## src/rtl/mmio_led_pwm_if.sv

```systemverilog
// CPU data-port bundle for the memory-mapped LED/PWM block.
// The master drives the address, write data and write strobe. The slave returns read data and its window select.
interface mmio_led_pwm_if;
  logic [31:0] addr;
  logic [31:0] wdata;
  logic        wenable;
  logic [31:0] rdata;
  logic        sel;

  modport master (output addr, output wdata, output wenable, input rdata, input sel);
  modport slave  (input addr, input wdata, input wenable, output rdata, output sel);
endinterface

```

## src/rtl/mmio_led_pwm.sv

```systemverilog
// N_CH-channel LED controller with atomic set/clear/toggle writes and per-channel PWM.
// A prescaler sets the PWM rate, and duty updates are double-buffered. Reads are combinational.
module mmio_led_pwm #(
  parameter int          N_CH       = 8,
  parameter int          PWM_BITS   = 8,
  parameter int          PRESC_BITS = 16,
  parameter logic [31:0] BASE_ADDR  = 32'h8000_0000
) (
  input  logic            clk,
  input  logic            reset_n,
  mmio_led_pwm_if.slave   bus,
  output logic [N_CH-1:0] led
);

  localparam logic [PRESC_BITS-1:0] PRESC_ONE = 1;
  localparam logic [PWM_BITS-1:0]   PWM_ONE   = 1;

  logic [5:0]            word;
  logic                  wr;
  logic                  unused_wdata;
  logic [N_CH-1:0]       out_q, out_d, en_q, ch;
  logic [PRESC_BITS-1:0] presc_q, presc_cnt;
  logic [PWM_BITS-1:0]   pwm_cnt;
  logic [PWM_BITS-1:0]   shadow_q [N_CH];
  logic [PWM_BITS-1:0]   shadow_d [N_CH];
  logic [PWM_BITS-1:0]   active_q [N_CH];
  logic                  tick, wrap;

  assign word         = bus.addr[7:2];
  assign bus.sel      = ((bus.addr & ~32'hFF) == BASE_ADDR);
  assign wr           = bus.wenable & bus.sel;
  assign unused_wdata = ^bus.wdata;

  assign tick = (presc_cnt == presc_q);
  assign wrap = tick & (&pwm_cnt);

  always_comb begin
    out_d = out_q;
    if (wr) begin
      case (word)
        6'd0:    out_d = bus.wdata[N_CH-1:0];
        6'd1:    out_d = out_q | bus.wdata[N_CH-1:0];
        6'd2:    out_d = out_q & ~bus.wdata[N_CH-1:0];
        6'd3:    out_d = out_q ^ bus.wdata[N_CH-1:0];
        default: out_d = out_q;
      endcase
    end
  end

  always_comb begin
    for (int i = 0; i < N_CH; i++) begin
      shadow_d[i] = shadow_q[i];
      if (wr && word == 6'(16 + i))
        shadow_d[i] = bus.wdata[PWM_BITS-1:0];
    end
  end

  always_comb begin
    for (int i = 0; i < N_CH; i++)
      ch[i] = out_q[i] & (en_q[i] ? (pwm_cnt < active_q[i]) : 1'b1);
  end

  always_ff @(posedge clk or negedge reset_n) begin
    if (!reset_n) begin
      out_q     <= '0;
      en_q      <= '0;
      presc_q   <= '0;
      presc_cnt <= '0;
      pwm_cnt   <= '0;
      led       <= '0;
      for (int i = 0; i < N_CH; i++) begin
        shadow_q[i] <= '0;
        active_q[i] <= '0;
      end
    end else begin
      out_q <= out_d;
      if (wr && word == 6'd4) en_q <= bus.wdata[N_CH-1:0];
      if (wr && word == 6'd5) presc_q <= bus.wdata[PRESC_BITS-1:0];
      if ((wr && word == 6'd5) || tick) presc_cnt <= '0;
      else                              presc_cnt <= presc_cnt + PRESC_ONE;
      if (tick) pwm_cnt <= pwm_cnt + PWM_ONE;
      // Loading from shadow_d lets a duty write on the wrap edge land in the new period.
      for (int i = 0; i < N_CH; i++) begin
        shadow_q[i] <= shadow_d[i];
        if (wrap || !en_q[i]) active_q[i] <= shadow_d[i];
      end
      led <= ch;
    end
  end

  always_comb begin
    bus.rdata = '0;
    if (bus.sel) begin
      case (word)
        6'd0, 6'd1, 6'd2, 6'd3: bus.rdata = 32'(out_q);
        6'd4:                   bus.rdata = 32'(en_q);
        6'd5:                   bus.rdata = 32'(presc_q);
        6'd6:                   bus.rdata = 32'(pwm_cnt);
        default: begin
          for (int i = 0; i < N_CH; i++)
            if (word == 6'(16 + i)) bus.rdata = 32'(shadow_q[i]);
        end
      endcase
    end
  end

endmodule

```

## src/flat_wrapper.sv

```systemverilog
// flat-port wrapper written by rule: the top's interface ports become plain ports
module mmio_led_pwm_flat 
#(
  parameter int          N_CH       = 8,
  parameter int          PWM_BITS   = 8,
  parameter int          PRESC_BITS = 16,
  parameter logic [31:0] BASE_ADDR  = 32'h8000_0000
)
  (clk, reset_n, led, bus_addr, bus_wdata, bus_wenable, bus_rdata, bus_sel);
  mmio_led_pwm_if bus_i ();
  input  logic clk;
  input  logic reset_n;
  output logic [N_CH-1:0] led;
  input wire logic [$bits(bus_i.addr)-1:0] bus_addr;
  input wire logic [$bits(bus_i.wdata)-1:0] bus_wdata;
  input wire logic [$bits(bus_i.wenable)-1:0] bus_wenable;
  output wire logic [$bits(bus_i.rdata)-1:0] bus_rdata;
  output wire logic [$bits(bus_i.sel)-1:0] bus_sel;
  assign bus_i.addr = bus_addr;
  assign bus_i.wdata = bus_wdata;
  assign bus_i.wenable = bus_wenable;
  assign bus_rdata = bus_i.rdata;
  assign bus_sel = bus_i.sel;
  mmio_led_pwm #(.N_CH(N_CH), .PWM_BITS(PWM_BITS), .PRESC_BITS(PRESC_BITS), .BASE_ADDR(BASE_ADDR)) u_core (.clk(clk), .reset_n(reset_n), .bus(bus_i), .led(led));
endmodule
```

## config.mk

```make
export PLATFORM = sky130hd
export DESIGN_NAME = mmio_led_pwm_flat
export DESIGN_NICKNAME = d
export VERILOG_FILES = /design/src/rtl/mmio_led_pwm_if.sv /design/src/rtl/mmio_led_pwm.sv /design/src/flat_wrapper.sv
export SDC_FILE = /design/constraint.sdc
export NUM_CORES = 1
export LEC_CHECK = 0
export ABC_AREA = 1
export BUFFER_PORTS_ARGS = -buffer_cell sky130_fd_sc_hd__buf_2
export CORE_MARGIN = 5
export CORE_UTILIZATION = 60
export DETAILED_ROUTE_END_ITERATION = 6
export PLACE_DENSITY_LB_ADDON = 0.15
export SYNTH_ARGS = -nofsm -noshare
export SYNTH_HDL_FRONTEND = slang
export SYNTH_SLANG_ARGS = --single-unit
```

## constraint.sdc

```tcl
create_clock -name clk -period 2.2 [get_ports clk]
set_input_delay 0.11 -clock clk [delete_from_list [all_inputs] [get_ports clk]]
set_output_delay 0.11 -clock clk [all_outputs]
set_load 0.01 [all_outputs]
```

==> results of run 1 <==
sequential cells by signal, summed over array words and instances, names as in the netlist:
register	cells
u_core.active_q	64
u_core.presc_q	16
u_core.en_q	8
u_core.shadow_q	64
u_core.pwm_cnt	8
u_core.presc_cnt	16
u_core.out_q	8
u_core.led	8
cell type report:
class	count	area, um^2
Clock buffer	22	474.2
Inverter	136	510.5
Tap cell	229	286.5
Timing Repair Buffer	122	789.5
Clock inverter	9	155.1
Fill cell	1489	5628
Sequential cell	192	4805
Multi-Input combinational cell	990	5376
cell usage after synthesis (all sizes together), types with 2 or more instances:
library cell / count
a211oi: 6
a21oi: 70
buf: 37
clkbuf: 29
dfrtp: 192
ha: 74
inv: 135
nand2: 411
nand3: 115
nand3b: 2
nand4: 36
nor2: 79
nor3: 13
nor4: 5
o21a: 14
o21ai: 97
o22ai: 8
or2: 14
xnor2: 21
xor2: 8
metal layers:
layer | share of wire | vias to the layer above | wire length, um
met5 | 0 | - | 0
met4 | 0.040 | 0 | 1238
met3 | 0.071 | 83 | 2173
met2 | 0.47 | 367 | 14400
met1 | 0.42 | 4461 | 12990
li1 | - | 4622 | -
power by group:
| group | internal [mW] | switching (mW) | total (mW) | leakage (nW) |
|---|---|---|---|---|
| combinational | 0.135 | 0.299 | 0.434 | 3.13 |
| clock | 1.99 | 1.36 | 3.35 | 0.307 |
| sequential | 3.53 | 0.00195 | 3.53 | 2.67 |
worst max-delay path by stage:
stage | end | cells after the start | slack (ps)
2_1_floorplan | u_core.presc_cnt[8] | 9 | 520
3_3_place_gp | bus_rdata[5] | 12 | 230
3_5_place_dp | bus_rdata[5] | 12 | 140
4_1_cts | bus_rdata[5] | 12 | 140
5_1_grt | u_core.active_q[49] | 8 | 30
6_report | bus_rdata[2] | 8 | 90
stage by stage:
| step | hold WS (ps) | util | std cells |
|---|---|---|---|
| finish | 31.69 | 0.6878 | 1700 |
| global route | 18.47 | 0.6878 | 1700 |
| CTS | 10.33 | 0.6876 | 1700 |
| detailed placement | 165.4 | 0.6477 | 1660 |
| global placement | 163.4 | 0.6477 | 1660 |
| floorplan | -185.6 | - | 1384 |
worst reg2reg max path, stage by stage (launching register included):
cell and delay [ps]:
dfrtp_1 470, xnor2_1 180, nand4_1 110, nor2_1 280, nand3_2 180, buf_4 280, nand2_1 280, nand2_1 120
nand2_1 70
layout by cell type (no fill, tap or decap), types with 5 or more instances in the layout:
cell type,instances
nand2_1,397
dfrtp_1,192
inv_1,131
nand3_1,109
ha_1,74
buf_2,72
a21oi_1,70
o21ai_0,70
nor2_1,66
buf_4,38
nand4_1,35
xnor2_1,21
o21ai_1,17
clkbuf_16,17
conb_1,16
o21a_1,14
or2_2,13
nor3_1,11
o21ai_2,10
dlygate4sd3_1,9
nor2_2,8
nand2_2,8
xor2_1,8
o22ai_1,8
nand2_4,6
a211oi_1,6
nor4_1,5
cell families (layout without fill, tap and decap cells):
group,Yosys count,in the layout,share of synthesized area
and+or+nand+nor,675,675,0.2773
xor gates and xnor gates,29,29,0.02311
buffers and inverters,202,289,0.07911
AOI/OAI and AO/OA,196,196,0.09880
DFF,192,192,0.4371
other,1,16,0.0003412
adders and majority gates,74,74,0.08423
timing repair:
item	in CTS	in global routing
endpoints found under the hold margin	76	0
setup endpoints to repair	0	7
hold buffers	9	0
resized for setup	0	1
==> summary.txt, run 1 <==
Setup path
  – RR Startpoint: u_core.presc_cnt[9]
  – Reg-to-Reg End: u_core.active_q[49]
  – Worst setup path startpoint: u_core.pwm_cnt[2]
  – Critical-path cell list: buf_4, nand2_1, nand2_1, a21oi_1, nand3_1, nand2_1, a21oi_1, buf_2
  – Slowest CP cell: dfrtp_1
  – WP data required: roughly 2100 ps
  – CP bufs+invs: 2
  – Crit. End Element: output pin
  – Crit-path max FO: 14
  – Most frequent cell on the critical path: nand2_1
  – Crit-path max cell delay: ~370 ps
  – Kind of cell adding the most delay to the critical path: buffers and inverters
  – WP data arrival: roughly 2000 ps
  – R2R Setup Slk: 180 ps
  – CP Launch Type: register
  – WS Path Type: register to output pin
  – R2R depth: 8

Clocking
  – Clk sinks: approximately 190
  – Inserted Clock Buffers: 17
  – Postcts setup bufs: 0
  – CTS Buffer Depth: 2
  – TritonCTS clock tree: done
  – Clock-pin slew on the worst setup and hold paths: around 70 ps
  – H-tree depth: 4
  – Clock latency on the worst-skew pair: approximately 440 ps
  – Root Driver: clkbuf_16

Timing
  – Setup WS post-layout: between 90 and 100 ps
  – Final setup violation count: 0
  – Worst Clk Skew: about 6.4 ps
  – RSZ-0062 raised after global routing: no
  – Final worst path period need: around 2100 ps
  – Rel. slew slack: 0.5807
  – Crit share post-route: 0.9578
  – Final hold vios: 0
  – Slew Viols, Final: 0
  – Worst-margin pin slew: 629.0 ps
  – Fmax: roughly 0.47 GHz
  – Setup TNS: 0 ps

Yosys
  – Top cell type's share of synthesized area: 0.4371
  – Top_reg_cell synth: dfrtp_1
  – Register area share after synthesis: 0.4371
  – #FFs+latches synth: 192
  – Syn Inst Count: 1,369
  – Yosys cell types: 40
  – Number of synthesized flops with an enable pin: 0
  – Synth Area per Inst: between 8 and 9 um^2
  – Post-Syn Area: around 11,000 um^2
  – Synth Warn #: 0
  – Synth top area cells: dfrtp_1, nand2_1, ha_1
  – Most area-hungry cell type in the Yosys netlist: dfrtp_1
  – Async SR Flop Fraction: 1.000

Placement
  – Placed standard-cell area: between 10,000 and 15,000 um^2
  – Number of port buffers: 73
  – Gp weighted congestion: ~0.99
  – HPWL after DPL: 21,850 um
  – Setup WS pre-CTS: 140.5 ps

Floorplanning
  – # rows: just under 50
  – # IOs: about 110
  – Starting density of the core: 0.6098
  – Die Width: roughly 150 um
  – CORE AREA: approximately 18,000 um^2
  – Die Ht: 145.4 um
  – DIE AREA: 21,130 um^2

Power and ir drop
  – Cell leakage power: around 6.1 nW
  – PwrDens: ~590 nW/um^2
  – Peak VDD IR: approximately 0.55 mV
  – Overall Power: around 7.3 mW

Detailed routing
  – Routed vias: roughly 9,500
  – WL final: about 30,000 um
  – Drt pass-1 iters: 7
  – Wire length per cell: 18.12 um
  – Vias per Instance: 5.608
  – Starting DRC count in detailed routing: between 800 and 900
  – Remaining DRCs: 0
  – Antenna-violating nets left: 0

Worst hold path
  – Hold Path Depth: 3
  – Min-delay worst type: input pin to register
  – Hold Crit Start: bus_wdata[0]
  – Hold endpoint: u_core.out_q[0]

GRT
  – Initial antenna violation count: 0
  – First-pass GRT wire length: ~49,000 um
  – GRT Util Overall: 0.2922
  – M1 GR Usage: 0.3942
  – Vias in the first global route: between 9,000 and 10,000
  – Gr busiest metal: met2
  – GR Util met3: 0.05419
  – Largest net degree at the start of global routing: 72
  – M2 GR Usage: 0.4677
  – Overflow after GRT: 0

Finish
  – Area grow syn2layout: 12.78%
  – Layout net count: roughly 1,600
  – Share of layout cells above drive strength 1: 0.1407
  – Diodes inserted: 0
  – Final instance area: 12,400 um^2

Run status
  – Outcome: finished clean

Run
  – # Max-Cap Violations: 0
Note: power is estimated with default switching activity, not from simulation.
==> run 2: changes to the inputs <==
CORE_ASPECT_RATIO = 0.6   (was not set)
==> summary.txt, run 2 (same netlist as run 1, synthesis figures left out) <==
Clocking
  – H-tree depth: 4
  – CTS Buffer Depth: 2
  – Clock latency on the worst-skew pair: 450 ps
  – Postcts setup bufs: 0
  – Clock-pin slew on the worst setup and hold paths: about 70 ps
  – Root Driver: clkbuf_16
  – Clk sinks: 192
  – TritonCTS clock tree: done
  – Inserted Clock Buffers: 17

GRT
  – Largest net degree at the start of global routing: 73
  – GRT Util Overall: 0.3101
  – First-pass GRT wire length: 49,940 um
  – M2 GR Usage: 0.4374
  – Initial antenna violation count: 0
  – M1 GR Usage: 0.4712
  – GR Util met3: 0.08220
  – Vias in the first global route: slightly below 9,000
  – Gr busiest metal: met1
  – Overflow after GRT: 0

Floorplanning
  – CORE AREA: about 18,000 um^2
  – DIE AREA: 21,220 um^2
  – Die Width: approximately 180 um
  – # IOs: 108
  – # rows: 38
  – Die Ht: ~110 um
  – Starting density of the core: 0.6100

Timing
  – Fmax: 0.4766 GHz
  – Setup TNS: 0 ps
  – Final hold vios: 0
  – Worst Clk Skew: between 10 and 15 ps
  – Worst-margin pin slew: a little over 700 ps
  – Rel. slew slack: 0.5285
  – Final worst path period need: ~2100 ps
  – Setup WS post-layout: 101.8 ps
  – Final setup violation count: 0
  – Slew Viols, Final: 0
  – RSZ-0062 raised after global routing: no
  – Crit share post-route: 0.9537

Placement
  – Number of port buffers: 73
  – Setup WS pre-CTS: roughly 190 ps
  – Gp weighted congestion: between 0.9 and 1
  – HPWL after DPL: 22,950 um

Detailed routing
  – Routed vias: roughly 9,600
  – Antenna-violating nets left: 0
  – Starting DRC count in detailed routing: 1,154
  – Drt pass-1 iters: 5
  – WL final: 31,920 um
  – Remaining DRCs: 0
  – Wire length per cell: between 15 and 20 um
  – Vias per Instance: approximately 5.6

Finish
  – Area grow syn2layout: 12.86%
  – Most common library cell in the layout ignoring fill and taps: nand2_1
  – Share of layout cells above drive strength 1: 0.1392
  – Biggest regs: u_core.active_q (64), u_core.shadow_q (64)
  – Diodes inserted: 0
  – Commonest cells after routing, fill and taps aside: nand2_1, dfrtp_1, inv_1, nand3_1, ha_1
  – Layout net count: 1,602

Run status
  – Outcome: finished clean

Setup path
  – WP data arrival: 1990 ps
  – R2R depth: 8
  – WP data required: roughly 2100 ps
  – Crit-path max FO: 9
  – Crit. End Element: output pin
  – CP Launch Type: register
  – WS Path Type: register to output pin

Power and ir drop
  – Peak VDD IR: around 0.5 mV
  – PwrDens: between 500 and 600 nW/um^2
  – Cell leakage power: approximately 6.1 nW
  – Overall Power: approximately 7.0 mW

Worst hold path
  – Min-delay worst type: input pin to register
  – Hold Path Depth: 3

Run
  – # Max-Cap Violations: 0
-- run 2: cell count changes in the layout (fill, tap and decap cells not counted), sizes merged --
cell         previous run  this run
buf                   112       109
inv                   136       138
dlygate4sd3             9        14
clkinvlp                1         3
bufinv                  4         1
clkbuf                 23        22
-- run 2: layer usage --
layer / vias to the layer above / part of all wire
met5: - / 0
met4: 0 / 0.019
met3: 44 / 0.10
met2: 447 / 0.41
met1: 4500 / 0.47
li1: 4637 / -
-- run 2: report_power, final --
| part | leakage [nW] | total [mW] | switching (mW) | internal, mW |
|---|---|---|---|---|
| Sequential | 2.67 | 3.53 | 0.00285 | 3.53 |
| Clock | 0.273 | 3.06 | 1.40 | 1.66 |
| Combinational | 3.15 | 0.431 | 0.291 | 0.141 |
| Total | 6.09 | 7.03 | 1.70 | 5.33 |
-- run 2: worst paths after layout --
check / slack (ps) / endpoint / from
worst max-delay path: 100 / bus_rdata[6] / u_core.pwm_cnt[6]
worst min-delay path: 60 / u_core.out_q[6] / bus_wdata[6]
worst max register to register: 150 / u_core.active_q[56] / u_core.pwm_cnt[0]
worst min register to register: 510 / u_core.active_q[63] / u_core.active_q[63]
max in group asynchronous: 1330 / u_core.active_q[2] / reset_n
min in group asynchronous: 170 / u_core.led[3] / reset_n
-- run 2: metrics by stage --
| stage | cell area [um^2] | cells | utilization | hold slack (ps) |
|---|---|---|---|---|
| 2_1_floorplan | 11050 | 1384 | - | -185.6 |
| 3_3_place_gp | 11690 | 1668 | 0.6488 | 100.3 |
| 3_5_place_dp | 11690 | 1668 | 0.6488 | 100.5 |
| 4_1_cts | 12400 | 1713 | 0.6883 | 41.64 |
| 5_1_grt | 12410 | 1713 | 0.6884 | 91.64 |
| 6_report | 12410 | 1713 | 0.6884 | 56.00 |
-- run 2: what timing repair did --
action / 4_1_cts / 5_1_grt
endpoints found under the setup margin: 0 / 2
endpoints found under the hold margin: 63 / 0
hold buffers: 14 / 0
gates resized for setup: 0 / 2
-- run 2: layout make-up --
| class | count | area (um^2) |
|---|---|---|
| Fill cell | 1460 | 5614 |
| Multi-Input combinational cell | 990 | 5376 |
| Sequential cell | 192 | 4805 |
| Timing Repair Buffer | 124 | 842.1 |
| Inverter | 136 | 510.5 |
| Clock buffer | 21 | 470.5 |
| Tap cell | 240 | 300.3 |
| Clock inverter | 10 | 101.3 |
-- run 2: worst max-delay path, cell delays in order (launching register included) --
cell,delay (ps)
dfrtp_1,350
buf_4,270
inv_1,150
o21ai_1,190
inv_1,70
nand4_1,70
nand2_1,80
a21oi_1,190
buf_2,180
==> run 3: changes to the inputs <==
CORE_ASPECT_RATIO = not set   (was 0.6)
CORE_UTILIZATION = 55   (was 60)
RECOVER_POWER = 25   (was not set)
==> summary.txt, run 3 (same netlist as run 1, synthesis figures left out) <==
Finish
  – Biggest regs: u_core.active_q (64), u_core.shadow_q (64)
  – Diodes inserted: 0
  – Area grow syn2layout: 12.75%
  – Share of layout cells above drive strength 1: 0.1419
  – Reg area: 4805 um^2
  – Layout net count: approximately 1,600
  – Most common library cell in the layout ignoring fill and taps: nand2_1
  – Multi-input logic area: around 5400 um^2
  – Final instance area: approximately 12,000 um^2
  – Commonest cells after routing, fill and taps aside: nand2_1, dfrtp_1, inv_1, nand3_1, ha_1
  – Fill count: ~1,700

Power and ir drop
  – Overall Power: 7.088 mW
  – Cell leakage power: roughly 6.1 nW
  – Peak VDD IR: ~0.61 mV
  – PwrDens: about 570 nW/um^2

Setup path
  – RR Startpoint: u_core.pwm_cnt[0]
  – WP data arrival: between 1500 and 2000 ps
  – Reg-to-Reg End: u_core.active_q[53]
  – Crit. End Element: output pin
  – R2R depth: 8
  – R2R Setup Slk: about 220 ps
  – WP data required: 2090 ps
  – Crit-path max FO: 15
  – CP Launch Type: input pin
  – WS Path Type: input pin to output pin

Timing
  – Final hold vios: 0
  – Slew Viols, Final: 0
  – Fmax: a little under 0.5 GHz
  – Worst-margin pin slew: roughly 1300 ps
  – RSZ-0062 raised after global routing: no
  – Final setup violation count: 0
  – Worst Clk Skew: around 13 ps
  – Crit share post-route: 0.9331
  – Final worst path period need: around 2100 ps
  – Rel. slew slack: 0.1392
  – Setup TNS: 0 ps
  – Hold_ws: roughly 30 ps

GRT
  – Largest net degree at the start of global routing: 68
  – GRT Util Overall: 0.2737
  – First-pass GRT wire length: around 48,000 um
  – Vias in the first global route: 8,930
  – Initial antenna violation count: 0
  – Overflow after GRT: 0

Detailed routing
  – Remaining DRCs: 0
  – Starting DRC count in detailed routing: between 700 and 800
  – WL final: between 30,000 and 40,000 um
  – Drt pass-1 iters: 5
  – Antenna-violating nets left: 0
  – Wire length per cell: 17.40 um
  – Vias per Instance: 5.381
  – Routed vias: a little over 9,000

Placement
  – Gp weighted congestion: 0.9785
  – HPWL after DPL: around 22,000 um
  – Number of port buffers: between 70 and 80
  – Placed standard-cell area: ~12,000 um^2

Worst hold path
  – Hold endpoint: u_core.out_q[2]
  – Hold Crit Start: bus_wdata[2]
  – Hold Path Depth: 3
  – Min-delay worst type: input pin to register

Run
  – # Max-Cap Violations: 0

Clocking
  – Clock-pin slew on the worst setup and hold paths: roughly 70 ps
  – Clock latency on the worst-skew pair: between 400 and 500 ps
  – H-tree depth: 4
  – CTS Buffer Depth: 2
  – TritonCTS clock tree: done
  – Postcts setup bufs: 0
  – Root Driver: clkbuf_16
  – Clk sinks: ~190
  – Inserted Clock Buffers: 17

Run status
  – Outcome: finished clean

Floorplanning
  – CORE AREA: 19,590 um^2
  – Die Width: between 150 and 200 um
  – # IOs: 108
  – Starting density of the core: 0.5611
  – # rows: 51
  – DIE AREA: approximately 23,000 um^2
  – Die Ht: around 150 um
## run 3: cell count changes in the layout (fill, tap and decap cells not counted), moves of 3 or more
cell / before / now
buf_12: 4 / 1
clkbuf_8: 4 / 1
dlygate4sd3_1: 14 / 11
inv_8: 0 / 4
## run 3: how the worst max path moves through the flow
stage,start,end,slack [ps],cells past startpoint
final,bus_addr[2],bus_rdata[6],150,11
after global placement,u_core.pwm_cnt[0],u_core.active_q[61],240,8
after global routing,bus_addr[7],bus_rdata[2],30,11
after floorplan,u_core.presc_cnt[5],u_core.presc_cnt[8],520,9
after CTS,u_core.en_q[0],bus_rdata[0],200,7
after detailed placement,bus_addr[29],u_core.active_q[39],200,10
## run 3: metrics by stage
stage / instances / utilization / setup slack, ps
3_3_place_gp: 1695 / 0.5985 / 238.5
4_1_cts: 1738 / 0.6340 / 199.5
6_report: 1738 / 0.6326 / 147.3
3_5_place_dp: 1695 / 0.5985 / 202.2
2_1_floorplan: 1384 / - / 518.7
5_1_grt: 1738 / 0.6326 / 26.94
## run 3: power by group
| part | switching (mW) | internal [mW] | leakage [nW] | total, mW |
|---|---|---|---|---|
| Sequential | 0.00158 | 3.53 | 2.67 | 3.53 |
| Combinational | 0.289 | 0.131 | 3.13 | 0.420 |
| Clock | 1.50 | 1.64 | 0.278 | 3.14 |
| Total | 1.79 | 5.30 | 6.07 | 7.09 |
## run 3: critical path, cell delays in order
cell	delay [ps]
buf_2	150
inv_1	120
nand2_1	110
nor2_1	160
nand2_1	280
or2_2	370
nand2_1	140
nand4_1	160
nand2_1	100
a21oi_1	80
buf_2	150
## run 3: repair_timing
item	CTS	global route
setup endpoints to repair	0	1
gates resized for setup	0	1
hold buffers	11	0
endpoints found under the hold margin	57	0
## run 3: area by class of cell
class                   count  area share
repair buffers            123     0.06340
inverters                 136     0.04119
clock buffers              18     0.03544
multi-input cells         990      0.4338
clock inverters            14     0.01171
well taps                 265     0.02675
flip-flops and latches    192      0.3877
## run 3: per-layer routing
metal | routed length, um | global-route usage
met4 | 765 | 0.08704
met2 | 14270 | 0.4497
met3 | 1636 | 0.03381
met1 | 13570 | 0.3796
met5 | 0 | 0
